==> src/rtl/tick_gen_multi.sv <==
// Multi-channel tick generator: shared prescaler plus NUM_CH programmable dividers.
// Optional one-shot channel mode is compiled in with `define TICK_ONESHOT_EN.
module tick_gen_multi #(
  parameter int SYS_CLK = 100_000_000,
  parameter int BASE_HZ = 1_000_000,
  parameter int NUM_CH  = 4,
  parameter int DIV_W   = 16,
  parameter int DEF_DIV = 1000,
  localparam int WR_W   = (NUM_CH > 1) ? $clog2(NUM_CH) : 1
) (
  input  logic              clk,
  input  logic              rst,
  input  logic [NUM_CH-1:0] i_ch_en,
  input  logic [NUM_CH-1:0] i_clr,
  input  logic              i_wr_en,
  input  logic [WR_W-1:0]   i_wr_ch,
  input  logic [DIV_W-1:0]  i_wr_div,
  input  logic [NUM_CH-1:0] i_arm,
  input  logic [NUM_CH-1:0] i_oneshot,
  output logic              o_tick_base,
  output logic [NUM_CH-1:0] o_tick,
  output logic [NUM_CH-1:0] o_armed
);

  localparam int PRESCALE = SYS_CLK / BASE_HZ;
  localparam int PW       = $clog2(PRESCALE);

  logic [PW-1:0] pcnt;
  logic          base_s;

  assign base_s = (pcnt == PW'(PRESCALE - 1));

  always_ff @(posedge clk) begin
    if (rst) begin
      pcnt        <= '0;
      o_tick_base <= 1'b0;
    end else begin
      pcnt        <= base_s ? '0 : pcnt + PW'(1);
      o_tick_base <= base_s;
    end
  end

`ifndef TICK_ONESHOT_EN
  logic unused_os;
  assign unused_os = ^{i_arm, i_oneshot};
`endif

  for (genvar n = 0; n < NUM_CH; n++) begin : g_ch
    logic [DIV_W-1:0] div_q;
    logic [DIV_W-1:0] cnt_q;
    logic [DIV_W-1:0] lim;
    logic             tick_q;
    logic             armed_q;
    logic             wr_hit;
    logic             term;
    logic             arm_p;
    logic             os_m;
    logic             run;

`ifdef TICK_ONESHOT_EN
    assign arm_p = i_arm[n] & i_oneshot[n];
    assign os_m  = i_oneshot[n];
`else
    assign arm_p = 1'b0;
    assign os_m  = 1'b0;
`endif

    // a stored divisor of 0 behaves as 1, so the limit is 0 either way
    assign lim    = (div_q == '0) ? '0 : div_q - DIV_W'(1);
    assign term   = (cnt_q >= lim);
    assign wr_hit = i_wr_en && (i_wr_ch == WR_W'(n));
    assign run    = i_ch_en[n] && (!os_m || armed_q);

    always_ff @(posedge clk) begin
      if (rst) begin
        div_q   <= DIV_W'(DEF_DIV);
        cnt_q   <= '0;
        tick_q  <= 1'b0;
        armed_q <= 1'b0;
      end else begin
        if (wr_hit)
          div_q <= i_wr_div;
        if (i_clr[n]) begin
          cnt_q   <= '0;
          tick_q  <= 1'b0;
          armed_q <= 1'b0;
        end else if (arm_p) begin
          cnt_q   <= '0;
          tick_q  <= 1'b0;
          armed_q <= 1'b1;
        end else if (base_s && run) begin
          if (term) begin
            cnt_q  <= '0;
            tick_q <= 1'b1;
            if (os_m)
              armed_q <= 1'b0;
          end else begin
            cnt_q  <= cnt_q + DIV_W'(1);
            tick_q <= 1'b0;
          end
        end else begin
          tick_q <= 1'b0;
        end
      end
    end

    assign o_tick[n]  = tick_q;
    assign o_armed[n] = armed_q;
  end

endmodule

==> config.mk <==
export PLATFORM = sky130hd
export DESIGN_NAME = tick_gen_multi
export DESIGN_NICKNAME = d
export VERILOG_FILES = /design/src/rtl/tick_gen_multi.sv
export SDC_FILE = /design/constraint.sdc
export NUM_CORES = 1
export LEC_CHECK = 0
export ABC_CLOCK_PERIOD_IN_PS = 4500
export CORE_MARGIN = 3
export CORE_UTILIZATION = 40
export DETAILED_ROUTE_END_ITERATION = 10
export GPL_TIMING_DRIVEN = 0
export RECOVER_POWER = 100
export SLEW_MARGIN = 20
export SYNTH_ARGS = -nofsm -noshare
export SYNTH_HDL_FRONTEND = slang
export SYNTH_SLANG_ARGS = --single-unit
==> constraint.sdc <==
create_clock -name clk -period 4.5 [get_ports clk]
set_clock_uncertainty 0.05 [all_clocks]
set_input_delay 0.9 -clock clk [delete_from_list [all_inputs] [get_ports clk]]
set_output_delay 0.9 -clock clk [all_outputs]
set_load 0.05 [all_outputs]
# --- Yosys cells after proc, flatten, opt, wreduce, memory -nomap -nowiden ---
# Index checks and enable logic that the tools add are counted.
word_totals:
  ff_bits: 140
  inputBits: 37
  output_inout_bits: 9
  word_cells: 69
classes:
  n_addsub: 9
  order_cmp: 4
  n_eq_ne: 4
  muxes: 12
  bitwise_logic: 4
  reduce_logical: 22
ops:
  columns: ["op", "n"]
  rows:
  - ["$mux W16", 8]
  - ["$add A16 B1 Y16 const B", 4]
  - ["$ge A16 B16 Y1", 4]
  - ["$logic_not A16 Y1", 4]
  - ["$sub A16 B1 Y16 const B", 4]
  - ["$reduce_or A3 Y1", 4]
  - ["$reduce_or A2 Y1", 5]
  - ["$logic_and A1 B1 Y1", 8]
  - ["$add A7 B1 Y7 const B", 1]
  - ["$eq A7 B7 Y1 const B", 1]
  - ["$eq A2 B2 Y1 const B", 2]
  - ["$mux W1", 4]
  - ["$not A1 Y1", 4]
  - ["$eq A2 B1 Y1 const B", 1]
  - ["$logic_not A2 Y1", 1]

# --- Longest topological paths before layout ---
# Gate-level depths: netlist of run 1.
logic_depth:
  ltp_word: 4
  mapped_depth: 14

# --- Least setup slack after synthesis of run 1 ---
# OpenSTA, ideal clock, no wires.
synth_timing:
  kind: "reg-to-reg"
  from: "register g_ch[3].div_q[0]"
  to: "register g_ch[3].cnt_q[10]"
  setup_time_ns: 0.119
  arrival_ns: 3.225
  t_required_ns: 4.331
  slack_ns: 1.107
  stages_incl_launch_ff: 15
  path_cell_list: "dfxtp_1 -> inv_1 -> ha_1 -> nor3b_1 -> nand3b_1 -> nor4_1 -> xor2_1 -> nand2_1 -> ha_1 -> nand4_1 -> or3_1 -> or4_1 -> a31oi_4 -> buf_6 -> nor3_1"
synth_via:
  elab_chain_len: 4
  word_cells_on_any_way: 5
  classes_between: "1 x add/sub; 1 x order compare; 2 x mux; 1 x reduce/logical"
synth_lines:
  columns: ["element", "line_no", "source"]
  rows:
  - ["start: declaration", "49", "logic [DIV_W-1:0] div_q;"]
  - ["start signal: assignment", "76", "div_q <= DIV_W'(DEF_DIV);"]
  - ["start signal: assignment", "82", "div_q <= i_wr_div;"]
  - ["$sub A16 B1 Y16 or $logic_not A16 Y1 (tied branches)", "69", "assign lim = (div_q == '0) ? '0 : div_q - DIV_W'(1);"]
  - ["$mux W16 *", "69", null]
  - ["$ge A16 B16 Y1 *", "70", "assign term = (cnt_q >= lim);"]
  - ["$mux W16 *", "92", "if (term) begin"]
  - ["end signal: assignment", "98", "cnt_q <= cnt_q + DIV_W'(1);"]
  - ["end: declaration", "50", "logic [DIV_W-1:0] cnt_q;"]
# Every way passes the cells marked *; elsewhere a longest branch is shown, timed or not.
# A chain may end at the register's enable or synchronous reset.

# --- Final worst setup path of run 1 ---
layout_timing:
  from: "register g_ch[1].div_q[6]"
  to: "register g_ch[1].cnt_q[14]"
layout_via:
  elab_chain_len: 4
  word_cells_on_any_way: 5
  classes_between: "1 x add/sub; 1 x order compare; 2 x mux; 1 x reduce/logical"
layout_lines:
  columns: ["element", "line_no"]
  rows:
  - ["start: declaration", "49"]
  - ["start signal: assignment", "76"]
  - ["start signal: assignment", "82"]
  - ["$sub A16 B1 Y16 or $logic_not A16 Y1 (tied branches)", "69"]
  - ["$mux W16 *", "69"]
  - ["$ge A16 B16 Y1 *", "70"]
  - ["$mux W16 *", "92"]
  - ["end signal: assignment", "98"]
  - ["end: declaration", "50"]
# Marked as above.

==> flow_metrics.py, run 1 <==
metrics = {
    "sta": {
        "slew_viol_final": 0,
        "worst_slew_pin_slew_ns": 0.9414,
        "setup_viol": 0,
        "min_period_ns": 4.032,
        "hold_viol": 0,
        "grt_setup_unrepaired": "false",
        "fin_hold_ws_ns": 0.4209,
        "slew_headroom_pct": 36.68,
        "clock.fmax_ghz": 0.2480,
        "final.setup.tns_ns": 0,
        "layout_setup_ws_ns": 0.4676,
        "fin_crit_sh_pct": 89.61,
    },
    "routing": {
        "drt_iter0_drc": 383,
        "routed-via-count": 7396,
        "dr.pass1.iters": 5,
        "drc": 0,
        "viasPerCell": 5.216,
        "avgRoutedWirePerCell_um": 14.44,
        "wirelength_mm": 20.47,
        "ant_nets": 0,
    },
    "min_path": {
        "min_path_type": "flip-flop to flip-flop",
        "worstHoldPathCells": 1,
    },
    "floorplan": {
        "die-area_um2": 23150,
        "core_um2": 20620,
        "rows": 52,
        "ios": 46,
        "start_util_pct": 41.43,
        "die_y_um": 152.2,
        "die_w_um": 152.2,
    },
    "clocking": {
        "cts_tree": "done",
        "post-cts-setup-buffers": 0,
        "cts-resized-gates": 0,
        "ctsHoldBuffers": 0,
        "htree_levels": 4,
        "numCtsBuffers": 17,
        "clkLatencyLatePin_ns": 0.43,
        "cts_sinks": 140,
        "clock-root-buffer": "clkbuf_16",
        "path_clk_slew_ns": 0.06,
        "clockBufferDepth": 2,
    },
    "cells_and_area": {
        "nNetsFinal": 1249,
        "layout_common_cells": "nand2_1 (225), dfxtp_1 (140), nor3_1 (113)",
        "diodes": 0,
        "drive_above_1_share_pct": 5.052,
        "final_cells": 1418,
        "final_area_um2": 9826,
        "register_area_um2": 2803,
        "final_common_cell": "nand2_1",
        "fillCellCount": 2062,
        "area_growth_pct": 14.99,
        "multiInputGateArea_um2": 5390,
    },
    "pwr": {
        "vdd_drop_max_uv": 270.6,
        "power_density_nw_per_um2": 305.2,
        "p_leak_nw": 3.718,
    },
    "global_routing": {
        "grt_overflow_total": 0,
        "grt_max_degree": 17,
        "grt_pass1_wl_mm": 34.38,
        "track_usage_pct": 17.71,
        "first_global_vias": 6895,
        "antenna_found_initial": 0,
    },
    "flow_run": {
        "cap_violations": 0,
    },
    "critical_path": {
        "cp_slowest_stage_delay_ns": 0.76,
        "critPathArrivalTime_ns": 4.28,
        "path_cells": "or4_1, and4bb_2, nand2_1, xnor2_1, nand2_1, ha_1, nand4_1, nor3_1, a31oi_1, a21boi_0, clkbuf_1, nor3_1",
        "cp.required_ns": 4.75,
        "cp_slowest_cell": "a21boi_0",
        "end_kind": "flip-flop",
        "r2r.worst_path.cells": 12,
        "start_kind": "flip-flop",
        "critPathKind": "flip-flop to flip-flop",
        "cp_max_fo": 10,
    },
    "placed_design": {
        "dpl.hpwl_mm": 15.47,
        "dpl_cell_area_um2": 9224,
        "placed_cells": 1386,
        "io_buffers": 33,
        "gp_congestion": 0.8109,
        "place_ws_ns": 0.6038,
    },
    "yosys": {
        "synth_flop_cell": "dfxtp_1",
        "ys_ff_latch": 140,
        "synth_cell_types": 50,
        "ys_async_sr_fraction_pct": 0,
        "synth-edff-count": 0,
        "synth_cells": 1080,
        "ys_seq_area_share_pct": 32.80,
        "synth_area_um2": 8544,
        "yosysWarnings": 0,
        "syn_area_per_cell_um2": 7.912,
    },
    "status": {
        "status": "finished clean",
    },
}
[cell type report]
class	count	share of cell area (%)
Multi-Input combinational cell	862	54.86
Sequential cell	140	28.52
Clock buffer	23	4.864
Tap cell	270	3.438
Timing Repair Buffer	33	3.362
Buffer	49	2.356
Clock inverter	9	1.375
Inverter	32	1.222
[per-layer routing]
metal / up-vias / track usage (%) / routed length [um]
met3: 22 / 3.124 / 670
met4: 0 / 4.966 / 247
met2: 115 / 26.86 / 8911
met5: - / 0 / 0
li1: 3840 / - / -
met1: 3419 / 25.88 / 10640
[worst paths after layout]
| check | startpoint | end | slack (ns) |
|---|---|---|---|
| max | g_ch[1].div_q[6] | g_ch[1].cnt_q[14] | 0.47 |
| min | pcnt[0] | pcnt[0] | 0.42 |
| max reg2reg | g_ch[1].div_q[6] | g_ch[1].cnt_q[14] | 0.47 |
| min reg2reg | pcnt[0] | pcnt[0] | 0.42 |
[worst max-delay path: cells and delay by family (launching register included)]
family | cells | cell delay (ns)
compound gates | 2 | 0.88
xor+xnor | 1 | 0.16
fa+ha+maj | 1 | 0.33
buf+inv | 1 | 0.44
flops | 1 | 0.36
simple gates | 7 | 1.69
[kinds of logic after synthesis]
group,after synthesis,share of synthesized area [%]
buffers and inverters,81,4.144
other,1,0.04389
and+or+nand+nor,555,32.27
muxes,6,0.7029
adders and majority gates,77,11.28
DFF,140,32.80
AOI/OAI and AO/OA,103,6.765
xor gates and xnor gates,117,11.99
[cells in the mapped netlist, drive strengths merged (2+ instances only)]
cell type    n  area share (%)
nand2      225             9.9
xnor2       82             8.4
or3          6            0.44
dfxtp      140              33
and4bb       5            0.73
nand2b       6            0.44
nand4       27             2.0
nor4        19             1.5
ha          77              11
and2         9            0.66
and3         7            0.51
clkbuf      29             1.3
nor4b        2            0.38
or4          7            0.62
mux2i        6            0.70
a21oi       67             3.9
nor2        52             2.3
nand3b      29             2.5
nand3       23             1.4
o211ai       3            0.26
a22oi        3            0.26
buf         19             1.3
nor3       113             6.6
nor2b        2            0.15
a211oi       3            0.26
nor3b        9            0.85
a31oi        4            0.47
and4         5            0.51
o21ai       18             1.1
xor2        35             3.6
or2          6            0.44
inv         32             1.4
[metrics by stage]
step           power [mW]  utilization, %
2_1_floorplan       1.472               -
3_3_place_gp        1.558           44.72
3_5_place_dp        1.561           44.72
4_1_cts             3.027           47.69
5_1_grt             3.113           47.64
6_report            2.999           47.64
[power by group]
| group | switching (mW) | internal (mW) | total, mW |
|---|---|---|---|
| registers | 0.0318 | 1.27 | 1.30 |
| logic | 0.135 | 0.101 | 0.237 |
| clock network | 0.548 | 0.918 | 1.47 |
| total | 0.715 | 2.28 | 3.00 |
[flip-flops by register name, summed over array words and instances, names as in the netlist]
name	count
g_ch.div_q	64
g_ch.tick_q	4
o_tick_base	1
pcnt	7
g_ch.cnt_q	64
Note: power is estimated with default switching activity, not from simulation.
==> inputs of run 2 (changes only) <==
--- a/config.mk
+++ b/config.mk
@@ -6,9 +6,11 @@
 export NUM_CORES = 1
 export LEC_CHECK = 0
 export ABC_CLOCK_PERIOD_IN_PS = 4500
+export CAP_MARGIN = 10
 export CORE_MARGIN = 3
 export CORE_UTILIZATION = 40
 export DETAILED_ROUTE_END_ITERATION = 10
+export GPL_ROUTABILITY_DRIVEN = 0
 export GPL_TIMING_DRIVEN = 0
 export RECOVER_POWER = 100
 export SLEW_MARGIN = 20
==> results of run 2 <==
No change in the layout: final DEF, timing and power equal those of run 1.
==> inputs of run 3 (changes only) <==
--- a/config.mk
+++ b/config.mk
@@ -9,6 +9,7 @@
 export CAP_MARGIN = 10
 export CORE_MARGIN = 3
 export CORE_UTILIZATION = 40
+export CTS_CLUSTER_DIAMETER = 40
 export DETAILED_ROUTE_END_ITERATION = 10
 export GPL_ROUTABILITY_DRIVEN = 0
 export GPL_TIMING_DRIVEN = 0
==> results of run 3 <==
No change in the layout: final DEF, timing and power equal those of run 1.
